<file path="config.mk">
export PLATFORM = sky130hd
export DESIGN_NAME = nibble_serial_adder
export DESIGN_NICKNAME = d
export VERILOG_FILES = /design/src/rtl/nibble_serial_adder.sv
export SDC_FILE = /design/constraint.sdc
export NUM_CORES = 1
export LEC_CHECK = 0
export CAP_MARGIN = 15
export CORE_MARGIN = 5
export CORE_UTILIZATION = 58
export CTS_BUF_LIST = sky130_fd_sc_hd__clkbuf_8
export CTS_CLUSTER_DIAMETER = 30
export DETAILED_ROUTE_END_ITERATION = 10
export GPL_TIMING_DRIVEN = 0
export PLACE_DENSITY = 0.94
export SLEW_MARGIN = 20
export SYNTH_ARGS = -nofsm -noshare
export SYNTH_HDL_FRONTEND = slang
export SYNTH_SLANG_ARGS = --single-unit
</file>
<file path="constraint.sdc">
create_clock -name clk -period 3.4 [get_ports clk]
set_input_delay 0.34 -clock clk [delete_from_list [all_inputs] [get_ports clk]]
set_output_delay 0.34 -clock clk [all_outputs]
set_load 0.01 [all_outputs]
</file>
<file path="src/rtl/nibble_serial_adder.sv">
// -----------------------------------------------------------------------------
// nibble_serial_adder
//
// Purpose:
//   Multi-cycle WIDTH-bit adder. It processes one 4-bit nibble per clock
//   through a single 4-bit ripple-carry adder slice. A registered carry links
//   consecutive nibbles, so the long combinational carry chain of a full-width
//   adder is replaced by N = WIDTH/4 clock cycles.
//   Result: {cout, sum} = a + b + cin  (unsigned, modulo 2^WIDTH).
//
// Parameters:
//   WIDTH        operand/result width. Must be a multiple of 4 and >= 8.
//
// Optional feature (compile-time macro):
//   NSA_OVERFLOW_EN  when defined, ovf reports two's-complement overflow of
//                    the completed addition. When undefined, ovf is tied to 0
//                    and no overflow flop exists.
//
// Ports:
//   clk          in   rising-edge clock
//   rst_n        in   asynchronous active-low reset
//   start        in   request a new addition (sampled in IDLE only)
//   a, b         in   operands, latched on the accepting edge
//   cin          in   carry-in, latched on the accepting edge
//   busy         out  high while RUN or DONE
//   done         out  one-cycle pulse; sum/cout/ovf valid from this cycle
//   sum          out  result register, held until the next completion
//   cout         out  final carry-out
//   ovf          out  two's-complement overflow (0 unless NSA_OVERFLOW_EN)
//   dbg_state_o  out  current FSM state (0=IDLE, 1=RUN, 2=DONE)
//
// Handshake:
//   A request is accepted on the first rising edge where start=1 and the FSM
//   is IDLE. start in any other state is ignored, not queued. Exactly one
//   done pulse follows each accepted request, N cycles after the accepting
//   edge, unless reset intervenes; in that case no done pulse is produced.
// -----------------------------------------------------------------------------
module nibble_serial_adder #(
  parameter int WIDTH = 16
) (
  input  logic             clk,
  input  logic             rst_n,
  input  logic             start,
  input  logic [WIDTH-1:0] a,
  input  logic [WIDTH-1:0] b,
  input  logic             cin,
  output logic             busy,
  output logic             done,
  output logic [WIDTH-1:0] sum,
  output logic             cout,
  output logic             ovf,
  output logic [1:0]       dbg_state_o
);

  localparam int N  = WIDTH / 4;
  localparam int CW = (N > 1) ? $clog2(N) : 1;
  localparam logic [CW-1:0] LAST_NIB = CW'(N - 1);

  typedef enum logic [1:0] {
    S_IDLE = 2'd0,
    S_RUN  = 2'd1,
    S_DONE = 2'd2
  } state_e;

  state_e           state_q, state_d;
  logic [WIDTH-1:0] a_q, a_d;
  logic [WIDTH-1:0] b_q, b_d;
  logic [WIDTH-1:0] res_q, res_d;
  logic [WIDTH-1:0] sum_q, sum_d;
  logic             carry_q, carry_d;
  logic             cout_q, cout_d;
  logic [CW-1:0]    cnt_q, cnt_d;

  // 4-bit ripple-carry slice operating on the low nibble of the operand
  // shift registers and the carry register.
  logic [3:0]       nib_sum;
  logic             nib_cout;

  always_comb begin : nibble_adder
    logic c;
    c       = carry_q;
    nib_sum = 4'd0;
    for (int i = 0; i < 4; i++) begin
      nib_sum[i] = a_q[i] ^ b_q[i] ^ c;
      c          = (a_q[i] & b_q[i]) | (c & (a_q[i] ^ b_q[i]));
    end
    nib_cout = c;
  end

`ifdef NSA_OVERFLOW_EN
  logic ovf_q, ovf_d;
`endif

  // Next-state and datapath updates
  always_comb begin
    state_d = state_q;
    a_d     = a_q;
    b_d     = b_q;
    res_d   = res_q;
    sum_d   = sum_q;
    carry_d = carry_q;
    cout_d  = cout_q;
    cnt_d   = cnt_q;
`ifdef NSA_OVERFLOW_EN
    ovf_d   = ovf_q;
`endif

    case (state_q)
      S_IDLE: begin
        if (start) begin
          a_d     = a;
          b_d     = b;
          carry_d = cin;
          cnt_d   = '0;
          res_d   = '0;
          state_d = S_RUN;
        end
      end

      S_RUN: begin
        // Nibbles arrive LSB first, so each new nibble enters at the MSB end.
        // After N shifts, nibble 0 has reached bits [3:0].
        res_d   = {nib_sum, res_q[WIDTH-1:4]};
        carry_d = nib_cout;
        a_d     = a_q >> 4;
        b_d     = b_q >> 4;
        cnt_d   = cnt_q + CW'(1);
        if (cnt_q == LAST_NIB) begin
          sum_d   = {nib_sum, res_q[WIDTH-1:4]};
          cout_d  = nib_cout;
`ifdef NSA_OVERFLOW_EN
          // On the last nibble, a_q[3]/b_q[3] are the original operand MSBs,
          // so no extra flops are needed to hold them.
          ovf_d   = (a_q[3] == b_q[3]) && (nib_sum[3] != a_q[3]);
`endif
          state_d = S_DONE;
        end
      end

      S_DONE: begin
        state_d = S_IDLE;
      end

      default: begin
        state_d = S_IDLE;
      end
    endcase
  end

  always_ff @(posedge clk or negedge rst_n) begin
    if (!rst_n) begin
      state_q <= S_IDLE;
      a_q     <= '0;
      b_q     <= '0;
      res_q   <= '0;
      sum_q   <= '0;
      carry_q <= 1'b0;
      cout_q  <= 1'b0;
      cnt_q   <= '0;
    end else begin
      state_q <= state_d;
      a_q     <= a_d;
      b_q     <= b_d;
      res_q   <= res_d;
      sum_q   <= sum_d;
      carry_q <= carry_d;
      cout_q  <= cout_d;
      cnt_q   <= cnt_d;
    end
  end

`ifdef NSA_OVERFLOW_EN
  always_ff @(posedge clk or negedge rst_n) begin
    if (!rst_n) begin
      ovf_q <= 1'b0;
    end else begin
      ovf_q <= ovf_d;
    end
  end
  assign ovf = ovf_q;
`else
  assign ovf = 1'b0;
`endif

  assign busy        = (state_q != S_IDLE);
  assign done        = (state_q == S_DONE);
  assign sum         = sum_q;
  assign cout        = cout_q;
  assign dbg_state_o = state_q;

endmodule

</file>
# ---- After elaboration in Yosys (flattened, before gate mapping)
# Index checks and enable logic that the tools add are counted.
dict set report totals {
  reg_bits 70
  output_inout_bits 22
  elab_cells 53
}
dict set report classes {
  addsub 1
  eq_ne 5
  mux 13
  bitwise 20
  n_reduce_logical 6
}
# cell count
set ops {}
lappend ops {{one-hot mux 16 bit (2 select lines)} 3}
lappend ops {{2-to-1 mux 16 bit} 3}
lappend ops {{bitwise AND 1 bit} 8}
lappend ops {{one-hot mux 2 bit (2 select lines)} 2}
lappend ops {{XOR 1 bit} 8}
lappend ops {{2-to-1 mux 2 bit} 3}
lappend ops {{AND reduction 2 bit} 3}
lappend ops {{equality test 2 bit (second input constant)} 2}
lappend ops {{inequality test 2 bit (second input constant)} 2}
lappend ops {{OR 1 bit} 4}
lappend ops {{nonzero test 2 bit} 2}
lappend ops {{adder 2 x 1 -> 2 bit (second input constant)} 1}
lappend ops {{equality test 2 x 1 -> 1 bit (second input constant)} 1}
lappend ops {{zero test 2 bit} 1}
lappend ops {{one-hot mux 1 bit (2 select lines)} 1}
lappend ops {{2-to-1 mux 1 bit} 1}

# ---- Logic depth before layout (Yosys ltp)
dict set report depth {
  ltp_word 10
  ltp_mapped 9
  ltp_nobuf 9
}

# ---- Least setup slack after synthesis
# Ideal clock, no wire load.
dict set report synth_path {
  kind {reg-to-reg}
  start {reg a_q[0]}
  end {reg res_q[15]}
  t_arrival_ns 1.969
  required_ns 3.324
  setup_slack_ns 1.355
  path_stages_with_launch 9
  n_path_buf 0
  period_less_slack_ns 2.045
  path_cell_list {dfrtp_1 > inv_1 > fa_1 > inv_1 > fa_1 > fa_1 > inv_1 > fa_1 > o21ai_1}
}
dict set report synth_between {
  elab_chain_cells 9
}
# item line
set synth_lines {}
lappend synth_lines {{start, declared} 66} ;# logic [WIDTH-1:0] a_q, a_d;
lappend synth_lines {{start signal, assigned} 153} ;# a_q <= '0;
lappend synth_lines {{start signal, assigned} 162} ;# a_q <= a_d;
lappend synth_lines {{XOR 1 bit} 85} ;# c = (a_q[i] & b_q[i]) | (c & (a_q[i] ^ b_q[i]));
lappend synth_lines {{bitwise AND 1 bit} 85}
lappend synth_lines {{OR 1 bit (*)} 85}
lappend synth_lines {{bitwise AND 1 bit (*)} 85}
lappend synth_lines {{OR 1 bit (*)} 85}
lappend synth_lines {{bitwise AND 1 bit (*)} 85}
lappend synth_lines {{OR 1 bit (*)} 85}
lappend synth_lines {{XOR 1 bit (*)} 84} ;# nib_sum[i] = a_q[i] ^ b_q[i] ^ c;
lappend synth_lines {{one-hot mux 16 bit (2 select lines) (*)} 108} ;# case (state_q)
lappend synth_lines {{end signal, assigned} 164} ;# res_q <= res_d;
lappend synth_lines {{end, declared} 68} ;# logic [WIDTH-1:0] res_q, res_d;
# Mark *: on every way between the ends. The rest lies on a longest branch, timed or not.
# A chain may end at the register's enable or synchronous reset.

# ---- Worst setup path after layout
# Ends and elaborated chain as after synthesis.

==> impl_metrics.json <==
{
  "outcome": "completed",
  "synth_top_area_share_pct": 52.9,
  "dr.pass1.iters": 4,
  "layout.nets": 379,
  "drt-total-wl_mm": 7.28,
  "vdd_drop_max_uv": 474,
  "core_um2": 5170,
  "initial_core_util_pct": 60.3,
  "yosysWarnings": 0,
  "crit_path_start_kind": "flop",
  "boundaryPins": 58,
  "grt_setup_unrepaired": "false",
  "synthesis.nets": 311,
  "final-max-slew-violation-count": 0,
  "drive_above_1_share_pct": 20.1,
  "worstPathMaxFanout": 3,
  "arrival_ns": 2.57,
  "multi_input_area_um2": 1260,
  "criticalPathCategory": "flop to flop",
  "timing.rr.end": "res_q[15]",
  "cts_inserted_buffers": 9,
  "synth_top_family_by_area": "simple AND/OR/NAND/NOR gates",
  "synth_mux_area_share_pct": 6.26,
  "clock_path_buffers": 2,
  "layout_commonest_cell": "dfrtp_1",
  "postSynthCellCount": 270,
  "grt_pass1_wl_mm": 12.2,
  "design_area_um2": 4010,
  "h-tree-depth": 3,
  "drc": 0,
  "num_rows": 26,
  "fp.dieH_um": 83.3,
  "fmax_mhz": 436,
  "dieWidth_um": 83.3,
  "min_path_type": "input pin to flop",
  "dp_hpwl_mm": 5.33,
  "fin_cells": 413,
  "placedInstanceArea_um2": 3780,
  "globalplace.congestion": 0.820,
  "grtUsageTotal_pct": 22.1,
  "ys_ff_latch": 66,
  "fin_crit_ns": 2.29,
  "dr.first_iter.drc_count": 175,
  "fin_skew_ns": 0.00749,
  "clockRootBuffer": "clkbuf_8",
  "diodes": 0,
  "dieArea_um2": 6940,
  "yosysSeqAreaShare_pct": 52.9,
  "finalHoldViolCount": 0,
  "syn_area_um2": 3120,
  "syn2layout_area_growth_pct": 28.6,
  "final_cell_mix": "66 x dfrtp_1, 54 x clkdlybuf4s50_1, 39 x nor3_1, 22 x o21ai_1, 16 x o22ai_1",
  "cp.required_ns": 3.68,
  "synth_compound_area_share_pct": 14.9,
  "ant_nets": 0,
  "p_leak_nw": 1.76,
  "syn_avg_cell_area_um2": 11.6,
  "cts_resized": 0,
  "finalSetupViolCount": 0,
  "ff2ff_path_depth": 8,
  "clkSinkCount": 66,
  "r2r_setup_slack_ns": 1.11,
  "p_per_area_nw_per_um2": 984,
  "crit_path_end_kind": "flop",
  "grt_overflow": 0,
  "cp_slowest_cell": "fa_1",
  "fin_crit_sh_pct": 67.4,
  "synth_xor_area_share_pct": 0,
  "max_stage_delay_ns": 0.45,
  "yosys_most_used_dff": "dfrtp_1",
  "synthDistinctLibCells": 34,
  "grt_max_degree": 50,
  "cts_tree": "yes",
  "timing.hold.ws_ns": 0.351,
  "min_from": "start",
  "via_per_inst": 5.88,
  "place_inst": 396,
  "antenna_found_initial": 0,
  "drv_cap": 0,
  "ys_top_cells_by_area": "dfrtp_1 53%, nor3_1 6.3%, mux2_4 4.8%",
  "nFillCells": 325,
  "routed-via-count": 2430,
  "synth_fa_ha_area_share_pct": 2.97,
  "yosysTopAreaCell": "dfrtp_1",
  "synth_enable_flop_cells": 0,
  "clk_latency_ns": 0.35,
  "crit_chain": "inv_1 -> fa_1 -> inv_1 -> fa_1 -> fa_1 -> inv_1 -> fa_1 -> o21ai_1",
  "numPortBuffers": 55,
  "r2r_start": "a_q[0]",
  "avgRoutedWirePerCell_um": 17.6,
  "async_flop_share_pct": 100,
  "regArea_um2": 1650,
  "hold-path-endpoint": "dbg_state_o[0]",
  "min_path_cells": 3,
  "grt_pass1_vias": 2549,
  "path_clk_slew_ns": 0.07,
  "worst_path_most_repeated_cell": "fa_1",
  "synth-simple-area-share_pct": 16.1
}
==> report_power, final <==
| group | total (mW) | leakage, nW | internal (mW) | switching [mW] |
|---|---|---|---|---|
| sequential | 1.45 | 0.814 | 1.16 | 0.288 |
| clock | 0.732 | 0.113 | 0.428 | 0.305 |
| combinational | 1.77 | 0.835 | 0.915 | 0.852 |
| total | 3.95 | 1.76 | 2.50 | 1.44 |
==> sequential cells by signal, summed over array words and instances (netlist names) <==
register and cells:
a_q 16, b_q 16, carry_q 1, cnt_q 2, cout 1, dbg_state_o 2, res_q 12, sum 16
==> per-layer routing <==
metal / routed length [um] / up-vias / share of wire, % / track usage [%]
met5: 0 / - / 0 / 0
met4: 223 / 0 / 3.1 / 10.7
met3: 389 / 22 / 5.3 / 4.75
met2: 3790 / 80 / 52 / 39.7
met1: 2870 / 1211 / 39 / 24.7
li1: - / 1117 / - / -
==> critical path: cells and delay by family (launching register included) <==
kind / cells / cell delay [ns]
fa+ha+maj: 4 / 1.40
buf+inv: 3 / 0.28
compound gates: 1 / 0.15
flops: 1 / 0.40
==> through the flow <==
step | power (mW) | setup slack [ns] | setup TNS, ns | util [%]
6_report | 3.95 | 1.11 | 0 | 77.6
5_1_grt | 4.19 | 0.997 | 0 | 77.6
4_1_cts | 3.96 | 1.09 | 0 | 77.6
3_5_place_dp | 3.24 | 1.13 | 0 | 73.1
3_3_place_gp | 3.09 | -0.0344 | -2.05 | 72.6
2_1_floorplan | 2.58 | 1.35 | 0 | -
==> layout make-up <==
type / instances / share of cell area (%)
Sequential cell: 66 / 41.2
Multi-Input combinational cell: 170 / 31.4
Timing Repair Buffer: 57 / 14.6
Buffer: 24 / 4.27
Clock buffer: 10 / 3.43
Tap cell: 70 / 2.18
Clock inverter: 6 / 2.03
Inverter: 10 / 0.936
==> cells by family (layout without fill, tap and decap cells) <==
group | Yosys count | in the layout
AND/OR/NAND/NOR | 85 | 85
buffers and inverters | 34 | 107
multiplexers | 14 | 14
adder cells (fa/ha/maj) | 5 | 5
flip-flops | 66 | 66
AO/OA/AOI/OAI | 65 | 65
other | 1 | 1
==> synthesized netlist by cell type (2+ instances only) <==
cell type  count
dfrtp_1       66
nor3_1        39
o21ai_1       22
o22ai_1       16
nand2_1       14
nor3_2        12
a22o_1        11
mux2_4        10
inv_1          9
buf_2          8
buf_4          7
buf_6          6
nor2_1         6
o22ai_2        5
fa_1           4
mux2_1         4
nand2b_1       4
o32ai_1        4
clkbuf_1       3
nand3b_1       3
o221a_1        3
a21oi_1        2
==> worst max path at each step <==
stage                start   endpoint  slack (ns)  cells past startpoint
floorplan           a_q[0]  res_q[15]        1.35                      8
global placement     rst_n     b_q[8]       -0.03                      1
detailed placement  a_q[0]  res_q[15]        1.13                      8
CTS                 a_q[0]  res_q[15]        1.09                      8
global route        a_q[0]    sum[15]         1.0                      8
finish              a_q[0]  res_q[15]        1.11                      8
==> repair_timing <==
action                                  CTS  global route
endpoints found under the setup margin    0             0
setup buffers                             0             0
hold buffers                              1             0
hold endpoints to repair                 17             0
Note: power is estimated with default switching activity, not from simulation.
==> patch (same flow settings) <==
Add a define of `NSA_OVERFLOW_EN`.
--- a/src/rtl/nibble_serial_adder.sv
+++ b/src/rtl/nibble_serial_adder.sv
@@ -35,6 +35,8 @@
 //   done pulse follows each accepted request, N cycles after the accepting
 //   edge, unless reset intervenes; in that case no done pulse is produced.
 // -----------------------------------------------------------------------------
+`define NSA_OVERFLOW_EN
+
 module nibble_serial_adder #(
   parameter int WIDTH = 16
 ) (
Formal check against the unedited RTL: not equivalent (a bounded check fails within 10 cycles, from zero or initial values and one cycle with rst_n low).
==> patch against the original RTL <==
Setup slack worse by 190 ps. Combinational power shrank 14%. Final cell count is 8.7% lower. Area after synthesis is 8.3% lower. Total power down 9.9%. Die area decreased by 7.3%. Routed wire length decreased by 14%. Sequential cell count up 1. Final area shrank 7.0%. Critical path type unchanged. Largest cell class unchanged. Highest routed layer unchanged.
==> patch: results (changes against the original RTL) <==
[detailed_routing]
first_iter_violations = 125  ; -29%
wl_per_cell_um = 16.6  ; -5.6%
vias_per_cell = 5.80  ; -1.5%

[final_layout]
num-multi-input-gates = 144  ; -15%
clockNetworkAreaShare = 0.0480  ; -0.00661
nonClkBufAreaFrac = 0.188  ; -0.000852
num-nets-final = 348  ; -8.2%
seq_cell_count = 67  ; +1.5%
multi_input_area_share = 0.284  ; -0.0297
n_all_inverters = 8  ; -2
nFillCells = 330  ; +1.5%
sh_seq_area = 0.450  ; +0.0378
drive_above_1_share = 0.139  ; -0.0625
nClkBuffers = 12  ; +2
signal_buffers = 76  ; -6.2%

[pwr]
p_clk_mw = 0.591  ; -19%
peakVddDrop_mv = 0.482  ; +1.6%
p_leak_nw = 1.64  ; -6.9%
cellInternalPower_mw = 2.30  ; -8.2%

[synth]
yosysSeqAreaShare = 0.586  ; +0.0564
ys_types = 28  ; -18%
syn-num-nets = 278  ; -11%
muxShareOfSynthArea = 0.0695  ; +0.00695
async_flop_share = 1.00  ; unchanged
synthAdderAreaFrac = 0.0367  ; +0.00705
synth_compound_area_frac = 0.208  ; +0.0589
synthXorXnorAreaFrac = 0.00306  ; +0.00306
synth_common_cells = dfrtp_1, o22ai_1, a21oi_1, a22o_1, nor2_1
synth.top_cells.by_area = dfrtp_1, o22ai_1, a22o_1, mux2_1, a21oi_1

[grt]
use_met2 = 0.357  ; -0.0404
grtUsageMet1 = 0.276  ; +0.0288
grt_usage = 0.214  ; -0.00700
grt_pass1_vias = 2189  ; -14%
grt_max_degree = 50  ; unchanged
grt_util_met3 = 0.0381  ; -0.00941
grt_pass1_wl_um = 10400  ; -14%

[outcome]
outcome = finished, final reports clean

[setup_path]
slowest_delay_ps = 510  ; +60 ps
reg2reg_slack_ps = 920  ; -190 ps
reg2reg_to = ovf
crit_arrival_ps = 2730  ; +160 ps

[placed_design]
dp_hpwl_um = 4670  ; -12%
place.gp.congestion = 0.854  ; +4.2%
port_buffers = 57  ; +3.6%

[clock_tree]
clk_latency_ps = 340
cts_max_level = 3  ; unchanged
numCtsBuffers = 9  ; unchanged

[sta]
hold_ws_ps = 412  ; +61.2 ps
skew_ps = 6.24  ; -1.25 ps

[hold_path]
hold_class = input pin to async pin

## patch: changes by cell type in the layout (fill, tap and decap cells not counted), sizes merged, moves of 4 or more
cell,before,now
nor3,51,0
nand2,14,8
o22ai,21,33
a21oi,2,22
o32ai,4,0
nor2,8,14
buf,23,16
o21ai,22,11
a22o,11,15
## patch: per-stage QoR
stage           util  instance area, µm²  power (mW)  setup WS, ps  cells
3_5_place_dp   0.745                3540        2.98           930    361
6_report       0.784                3730        3.56           918    377
5_1_grt        0.784                3730        3.80           781    377
2_1_floorplan      -                2860        2.38          1090    236
3_3_place_gp   0.739                3520        2.88         -57.2    360
4_1_cts        0.784                3730        3.57           918    377
## patch: layer usage
| layer | routed length [µm] | vias up |
|---|---|---|
| met4 | 123 | 0 |
| met5 | 0 | - |
| met3 | 336 | 11 |
| met1 | 2690 | 1077 |
| li1 | - | 1010 |
| met2 | 3120 | 88 |
